<file path="src/rtl/ifu_prefetch_if.sv">
// ifu_prefetch_if: fetch-side bus bundle (imem request/response, decode queue head, redirect, fault)
// master: driven by the IFU; slave: the memory/decode/redirect environment.
interface ifu_prefetch_if #(parameter int XLEN = 32);
  logic            imem_req_valid;
  logic            imem_req_ready;
  logic [XLEN-1:0] imem_req_addr;
  logic            imem_rsp_valid;
  logic [31:0]     imem_rsp_data;
  logic            redirect_valid;
  logic [XLEN-1:0] redirect_pc;
  logic            inst_valid;
  logic            inst_ready;
  logic [31:0]     inst_data;
  logic [XLEN-1:0] inst_pc;
  logic [XLEN-1:0] fetch_pc;
  logic            fault;
  logic [XLEN-1:0] fault_pc;
  modport master(
    output imem_req_valid, imem_req_addr, inst_valid, inst_data, inst_pc, fetch_pc, fault, fault_pc,
    input  imem_req_ready, imem_rsp_valid, imem_rsp_data, redirect_valid, redirect_pc, inst_ready
  );
  modport slave(
    input  imem_req_valid, imem_req_addr, inst_valid, inst_data, inst_pc, fetch_pc, fault, fault_pc,
    output imem_req_ready, imem_rsp_valid, imem_rsp_data, redirect_valid, redirect_pc, inst_ready
  );
endinterface

</file>
<file path="src/rtl/ifu_prefetch.sv">
// ifu_prefetch: in-order prefetching fetch unit with FIFO_DEPTH-entry {pc, instruction} queue
// Ports: clk, rst (async, active-high), bus (ifu_prefetch_if.master: imem req/rsp, redirect,
// decode head inst_*, fetch_pc, fault/fault_pc). Define IFU_MISALIGN_CHK_EN to fault on
// misaligned redirect targets; otherwise targets are forced word-aligned and fault is 0.
module ifu_prefetch #(
  parameter int              XLEN       = 32,
  parameter logic [XLEN-1:0] PC_RST_VEC = '0,
  parameter int              FIFO_DEPTH = 4
) (
  input logic            clk,
  input logic            rst,
  ifu_prefetch_if.master bus
);
  localparam int AW = $clog2(FIFO_DEPTH);
  localparam int CW = AW + 1;
  localparam logic [CW:0] DEPTH = FIFO_DEPTH[CW:0];
  logic [XLEN-1:0] fetch_pc, rsp_pc, tgt, fault_pc;
  logic [CW-1:0] inflight, occ, discard, inflight_nx;
  logic [AW-1:0] wr_ptr, rd_ptr;
  logic [XLEN-1:0] q_pc [FIFO_DEPTH];
  logic [31:0] q_data [FIFO_DEPTH];
  logic fault, req_fire, rsp, push, pop, redir, bad;
`ifdef IFU_MISALIGN_CHK_EN
  assign tgt = bus.redirect_pc;
  assign bad = |bus.redirect_pc[1:0];
`else
  assign tgt = bus.redirect_pc & ~XLEN'(3);
  assign bad = 1'b0;
`endif
  // credit counts both in-flight and buffered fetches so the queue can never overflow
  assign bus.imem_req_valid = ({1'b0, inflight} + {1'b0, occ} < DEPTH) && !fault && !rst;
  assign req_fire = bus.imem_req_valid && bus.imem_req_ready;
  assign rsp = bus.imem_rsp_valid;
  assign redir = bus.redirect_valid;
  assign push = rsp && discard == '0 && !redir;
  assign pop = occ != '0 && bus.inst_ready && !redir;
  assign inflight_nx = inflight + CW'(req_fire) - CW'(rsp);
  assign bus.inst_valid = occ != '0;
  assign bus.inst_pc = bus.inst_valid ? q_pc[rd_ptr] : '0;
  assign bus.inst_data = bus.inst_valid ? q_data[rd_ptr] : '0;
  assign bus.imem_req_addr = fetch_pc;
  assign bus.fetch_pc = fetch_pc;
  assign bus.fault = fault;
  assign bus.fault_pc = fault_pc;
  always_ff @(posedge clk or posedge rst) begin
    if (rst) begin
      fetch_pc <= PC_RST_VEC;
      rsp_pc <= PC_RST_VEC;
      inflight <= '0;
      occ <= '0;
      discard <= '0;
      wr_ptr <= '0;
      rd_ptr <= '0;
      fault <= 1'b0;
      fault_pc <= '0;
    end else begin
      inflight <= inflight_nx;
      if (redir) begin
        // everything still outstanding after this edge, including a request issued now, is stale
        fetch_pc <= tgt;
        rsp_pc <= tgt;
        occ <= '0;
        discard <= inflight_nx;
        wr_ptr <= '0;
        rd_ptr <= '0;
        fault <= bad;
        if (bad) fault_pc <= tgt;
      end else begin
        if (req_fire) fetch_pc <= fetch_pc + XLEN'(4);
        if (rsp && discard != '0) discard <= discard - CW'(1);
        if (push) rsp_pc <= rsp_pc + XLEN'(4);
        if (push) wr_ptr <= wr_ptr + AW'(1);
        if (pop) rd_ptr <= rd_ptr + AW'(1);
        occ <= occ + CW'(push) - CW'(pop);
      end
    end
  end
  always_ff @(posedge clk) begin
    if (push) begin
      q_pc[wr_ptr] <= rsp_pc;
      q_data[wr_ptr] <= bus.imem_rsp_data;
    end
  end
endmodule

</file>
<file path="src/flat_wrapper.sv">
// flat-port wrapper written by rule: the top's interface ports become plain ports
module ifu_prefetch_flat 
#(
  parameter int              XLEN       = 32,
  parameter logic [XLEN-1:0] PC_RST_VEC = '0,
  parameter int              FIFO_DEPTH = 4
)
  (clk, rst, bus_imem_req_valid, bus_imem_req_addr, bus_inst_valid, bus_inst_data, bus_inst_pc, bus_fetch_pc, bus_fault, bus_fault_pc, bus_imem_req_ready, bus_imem_rsp_valid, bus_imem_rsp_data, bus_redirect_valid, bus_redirect_pc, bus_inst_ready);
  ifu_prefetch_if #(.XLEN(XLEN)) bus_i ();
  input logic clk;
  input logic rst;
  output wire logic [$bits(bus_i.imem_req_valid)-1:0] bus_imem_req_valid;
  output wire logic [$bits(bus_i.imem_req_addr)-1:0] bus_imem_req_addr;
  output wire logic [$bits(bus_i.inst_valid)-1:0] bus_inst_valid;
  output wire logic [$bits(bus_i.inst_data)-1:0] bus_inst_data;
  output wire logic [$bits(bus_i.inst_pc)-1:0] bus_inst_pc;
  output wire logic [$bits(bus_i.fetch_pc)-1:0] bus_fetch_pc;
  output wire logic [$bits(bus_i.fault)-1:0] bus_fault;
  output wire logic [$bits(bus_i.fault_pc)-1:0] bus_fault_pc;
  input wire logic [$bits(bus_i.imem_req_ready)-1:0] bus_imem_req_ready;
  input wire logic [$bits(bus_i.imem_rsp_valid)-1:0] bus_imem_rsp_valid;
  input wire logic [$bits(bus_i.imem_rsp_data)-1:0] bus_imem_rsp_data;
  input wire logic [$bits(bus_i.redirect_valid)-1:0] bus_redirect_valid;
  input wire logic [$bits(bus_i.redirect_pc)-1:0] bus_redirect_pc;
  input wire logic [$bits(bus_i.inst_ready)-1:0] bus_inst_ready;
  assign bus_imem_req_valid = bus_i.imem_req_valid;
  assign bus_imem_req_addr = bus_i.imem_req_addr;
  assign bus_inst_valid = bus_i.inst_valid;
  assign bus_inst_data = bus_i.inst_data;
  assign bus_inst_pc = bus_i.inst_pc;
  assign bus_fetch_pc = bus_i.fetch_pc;
  assign bus_fault = bus_i.fault;
  assign bus_fault_pc = bus_i.fault_pc;
  assign bus_i.imem_req_ready = bus_imem_req_ready;
  assign bus_i.imem_rsp_valid = bus_imem_rsp_valid;
  assign bus_i.imem_rsp_data = bus_imem_rsp_data;
  assign bus_i.redirect_valid = bus_redirect_valid;
  assign bus_i.redirect_pc = bus_redirect_pc;
  assign bus_i.inst_ready = bus_inst_ready;
  ifu_prefetch #(.XLEN(XLEN), .PC_RST_VEC(PC_RST_VEC), .FIFO_DEPTH(FIFO_DEPTH)) u_core (.clk(clk), .rst(rst), .bus(bus_i));
endmodule
</file>
<file path="config.mk">
export PLATFORM = sky130hd
export DESIGN_NAME = ifu_prefetch_flat
export DESIGN_NICKNAME = d
export VERILOG_FILES = /design/src/rtl/ifu_prefetch_if.sv /design/src/rtl/ifu_prefetch.sv /design/src/flat_wrapper.sv
export SDC_FILE = /design/constraint.sdc
export NUM_CORES = 1
export LEC_CHECK = 0
export ABC_AREA = 1
export CAP_MARGIN = 40
export CORE_AREA = 5 5 174 176
export DETAILED_ROUTE_END_ITERATION = 6
export DIE_AREA = 0 0 179 181
export PLACE_DENSITY_LB_ADDON = 0.3
export SETUP_SLACK_MARGIN = 0.5
export SYNTH_ARGS = -nofsm -noshare
export SYNTH_HDL_FRONTEND = slang
export SYNTH_SLANG_ARGS = --single-unit
</file>
<file path="constraint.sdc">
create_clock -name clk -period 5.15 [get_ports clk]
set_input_delay 1.545 -clock clk [delete_from_list [all_inputs] [get_ports clk]]
set_output_delay 1.545 -clock clk [all_outputs]
set_load 0.01 [all_outputs]
</file>
; ---- After elaboration in Yosys (flattened, before gate mapping)
; Memories as Yosys holds them, arrays and structs flattened.
; Index checks and enable logic that the tools add are counted.
[classes]
addsub = 10
order_cmp = 1
muxes = 15
n_reduce_logical = 16
[op_table]
columns = operator, count
row1 = $mux W32, 6
row2 = $add A32 B3 Y32 const B, 2
row3 = $mux W3, 3
row4 = $mux W2, 4
row5 = $reduce_bool A2 Y1, 4
row6 = $logic_and A1 B1 Y1, 7
row7 = $add A3 B1 Y3, 2
row8 = $reduce_bool A3 Y1, 2
row9 = $sub A3 B1 Y3, 2
row10 = $add A2 B1 Y2 const B, 2
row11 = $add A3 B3 Y4, 1
row12 = $lt A4 B3 Y1 const B, 1
row13 = $logic_not A3 Y1, 1
row14 = $sub A3 B1 Y3 const B, 1
row15 = $logic_not A1 Y1, 2
row16 = $mux W1, 2
[word_totals]
regBits = 77
ramBits = 256
in_bits = 70
wordCells = 51
mem_count = 2
[mem_list]
columns = memory, words, word_bits, read_ports, rd_ports_with_merged_regs, wr, line_no
row1 = u_core.q_data, 4, 32, 1, 0, 1, ifu_prefetch.sv:21  ; logic [31:0] q_data [FIFO_DEPTH];
row2 = u_core.q_pc, 4, 32, 1, 0, 1, ifu_prefetch.sv:20  ; logic [XLEN-1:0] q_pc [FIFO_DEPTH];

; ---- Logic depth before layout (Yosys ltp)
; Gate-level depths: netlist (run 1).
[depth]
ltp_word = 7
ltp_mapped = 14
depth_no_buf = 14

; ---- Least setup slack after synthesis (run 1)
; OpenSTA, ideal clock, no wires.
[synth_timing]
path_kind = in2reg
start = input port bus_imem_rsp_valid
end = memory u_core.q_data[0][0], enable pin
arrival_time_ns = 4.675
slack_ns = -0.008
stages = 4
n_path_buf = 0
cell_sequence = nand3_1 > nor2_2 > inv_1 > nor2_1
[synth_via]
elab_chain_cells = 4
[synth_rtl]
columns = item, line_no
row1 = start: declaration, flat_wrapper.sv:21  ; input wire logic [$bits(bus_i.imem_rsp_valid)-1:0] bus_imem_rsp_valid;
row2 = $logic_and A1 B1 Y1 (2 in a row), ifu_prefetch.sv:35  ; assign push = rsp && discard == '0 && !redir;
row3 = $mux W1, ifu_prefetch.sv:79  ; if (push) begin
row4 = $mux W1 (implied by the code), ifu_prefetch.sv:81  ; q_data[wr_ptr] <= bus.imem_rsp_data;
row5 = end: declaration, ifu_prefetch.sv:21
; Every way passes these cells.

; ---- Final worst setup path (run 1)
[layout_timing]
start = input port rst
end = output port bus_imem_req_valid
[layout_via]
elab_chain_cells = 2
[layout_rtl]
columns = item, line_no
row1 = start: declaration, flat_wrapper.sv:11  ; input logic rst;
row2 = $logic_not A1 Y1, ifu_prefetch.sv:31  ; assign bus.imem_req_valid = ({1'b0, inflight} + {1'b0, occ} < DEPTH) && !fault && !rst;
row3 = $logic_and A1 B1 Y1, ifu_prefetch.sv:31
row4 = end: declaration, flat_wrapper.sv:12  ; output wire logic [$bits(bus_i.imem_req_valid)-1:0] bus_imem_req_valid;
; Every way passes these cells.

==> reports/metrics.yaml, run 1 <==
ys_types: 36
cpLargestDelayFamily: "buffers and inverters"
holdCritPathClass: "register to register"
grt_overflow: 0
worstPathArrival_ns: 2.85
power_density_nw_per_um2: 455
initial_utilization_pct: 52.9
cp_common_cell: "clkdlybuf4s50_1"
critPathSlowestCell: "clkdlybuf4s50_1"
status: "finished, final reports clean"
dp_hpwl_um: 23600
mostFrequentLayoutCells: "nor2_1, nand2_1, edfxtp_1"
antenna_found_initial: 0
syn_avg_cell_area_um2: 9.72
slew_headroom_pct: 44.3
grt_pass1_wl_um: 58500
cts.clk_slew.worst_paths_ns: 0.06
crit_buf_inv: 2
cts_tree: "done"
tightest_slew_ns: 0.835
core_area_um2: 28500
rsz0062_at_grt: "no"
area_growth_pct: 20.8
wl_per_cell_um: 17.7
clockBufferDepth: 3
cts_htree_levels: 2
grt_max_degree: 93
drive_gt1_share_pct: 6.13
final-max-slew-violation-count: 0
place_ws_ns: 0.747
netlist_instances: 1551
port_buffers: 191
clock-sinks: 321
grt_pass1_vias: 11400
ant_nets: 0
diodes: 0
setup_ws_ns: 0.755
drt_iter0_drc: 923
vias_per_cell: 5.35
clk_latency_ns: 0.50
finalCritPeriodShare_pct: 85.3
cts_buffers: 34
worstSetupEndpointType: "output pin"
finalNetCount: 1793
die_h_um: 181
fp-row-count: 62
crit_type: "input pin to output pin"
slowest_delay_ns: 0.56
crit_chain: "clkdlybuf4s50_1 -> nor2_1 -> nand2_1 -> nor2_2 -> clkdlybuf4s50_1"
die_x_um: 179
dieArea_um2: 32400
p_leak_nw: 6.91
ys_seq_elements: 321
start_kind: "input pin"
mostFrequentLayoutCell: "nor2_1"
drc: 0
grt_usage_pct: 22.5
dr.pass1.iters: 5
required_ns: 3.61
fmax_mhz: 228
cts_root_buf: "clkbuf_16"
drt_wl_total_um: 37300
pin_count: 233
finalSetupViolCount: 0
holdWs_ns: 0.596
cap_violations: 0
vias: 11300
period_needed_ns: 4.40
worst-path-max-fanout: 2
skew_ns: 0.0115
netlist_area_um2: 15100
max-vdd-ir-drop_mv: 0.233
hold_violations: 0
synth-seq-area-share_pct: 61.5
place_congestion: 0.903
ys.warnings.count: 0
-- final timing paths --
path / from / to / slack (ns) / cells after the start
hold / removal: u_core.rsp_pc[29]$_DFFE_PP0N_ / u_core.q_pc[2][29]$_DFFE_PP_ / 0.60 / 0
setup / recovery: rst / bus_imem_req_valid / 0.75 / 5
max in group asynchronous: rst / u_core.rsp_pc[26]$_DFFE_PP0N_ / 2.97 / 4
hold reg to reg: u_core.rsp_pc[29]$_DFFE_PP0N_ / u_core.q_pc[2][29]$_DFFE_PP_ / 0.60 / 0
setup reg to reg: u_core.occ[1]$_DFF_PP0_ / u_core.occ[2]$_DFF_PP0_ / 2.38 / 12
min in group asynchronous: rst / u_core.occ[2]$_DFF_PP0_ / 1.37 / 2
-- synthesized netlist by cell type --
master    number  share of area (%)
dfrtp_1       73                 12
inv_2          6               0.15
clkbuf_1      35               0.87
xor2_1        12               0.70
a21oi_2        1              0.058
xnor2_1        9               0.52
a31oi_1        2              0.083
o311ai_0       1              0.058
conb_1         1              0.025
a21oi_1       80                2.7
o211ai_1       9               0.45
o21ai_1        8               0.27
nand2_2        4               0.17
fa_1           2               0.27
nand3_1       60                2.0
nor2_4         8               0.60
edfxtp_1     248                 49
nor2_2         6               0.25
inv_1         92                2.3
o21bai_1       3               0.15
nand2_4        1              0.075
nor2_1       336                8.4
o21bai_2       2               0.15
o22ai_1        1              0.042
ha_1          14                1.2
or2_2          1              0.042
nand3b_1       5               0.25
nand3_2        3               0.20
buf_2         19               0.63
nand4_1        8               0.33
buf_1          3              0.075
nand2_1      259                6.4
and3_1         3               0.12
buf_4         72                3.6
nor3_1        11               0.37
o21ai_0      153                5.1
-- worst reg2reg max path, cell delays in order, from the launching register on --
cell and delay, ns:
dfrtp_1 0.42, or2_2 0.36, nor2_4 0.40, nor2_1 0.12
inv_1 0.15, nor2_1 0.06, ha_1 0.27, inv_1 0.06
ha_1 0.13, inv_1 0.05, fa_1 0.37, and3_1 0.18
nor3_1 0.12
-- sequential cells by signal, indices dropped and copies added, names as in the netlist --
| register | cells |
|---|---|
| u_core.occ | 3 |
| u_core.rd_ptr | 2 |
| u_core.inflight | 3 |
| u_core.q_pc | 120 |
| u_core.bus.fetch_pc | 30 |
| u_core.rsp_pc | 30 |
| u_core.discard | 3 |
| u_core.q_data | 128 |
| u_core.wr_ptr | 2 |
-- where the power goes --
group	internal [W]	total, W	switching (W)
Sequential	0.00303	0.00329	0.000266
Clock	0.00139	0.00235	0.000960
Combinational	0.00116	0.00264	0.00148
-- per-stage QoR --
step,cell area (um2),setup TNS (ns),power (W),util [%],instances
2_1_floorplan,15200,-1.95,0.00470,-,1589
3_3_place_gp,17100,0,0.00589,59.9,2051
3_5_place_dp,17100,0,0.00597,60.1,2054
4_1_cts,18200,0,0.00832,63.9,2112
5_1_grt,18200,0,0.00870,63.9,2113
6_report,18200,0,0.00828,63.9,2113
-- timing repair --
action	4_1_cts	5_1_grt
hold buffers	0	0
resized for setup	2	0
buffers inserted	0	1
setup endpoints to repair	2	1
-- final cells by class --
cell class	count	area, um2
Clock inverter	14	126
Sequential cell	321	9280
Inverter	98	370
Multi-Input combinational cell	1041	4830
Tap cell	384	480
Fill cell	2267	10300
Timing Repair Buffer	211	2180
Clock buffer	44	940
-- per-layer routing --
metal | up-vias | part of all wire [%] | track usage [%]
met5 | - | 0 | 0
met4 | 0 | 2.3 | 6.36
met3 | 62 | 7.7 | 3.99
met2 | 451 | 48 | 37.7
met1 | 5397 | 41 | 30.1
li1 | 5394 | - | -
-- cell families after synthesis --
| kind of cell | share of synthesized area, % |
|---|---|
| DFF | 61.5 |
| adders and majority gates | 1.43 |
| and+or+nand+nor | 19.2 |
| buffers and inverters | 7.60 |
| other | 0.0249 |
| xor gates and xnor gates | 1.22 |
| AOI/OAI and AO/OA | 8.99 |
Note: power is estimated with default switching activity, not from simulation.
==> run 2, diff against run 1 <==
--- a/config.mk
+++ b/config.mk
@@ -10,6 +10,7 @@
 export CORE_AREA = 5 5 174 176
 export DETAILED_ROUTE_END_ITERATION = 6
 export DIE_AREA = 0 0 179 181
+export HOLD_SLACK_MARGIN = 0.1
 export PLACE_DENSITY_LB_ADDON = 0.3
 export SETUP_SLACK_MARGIN = 0.5
 export SYNTH_ARGS = -nofsm -noshare
==> results of run 2 <==
The final DEF is identical to that of run 1; final timing and power are the same.
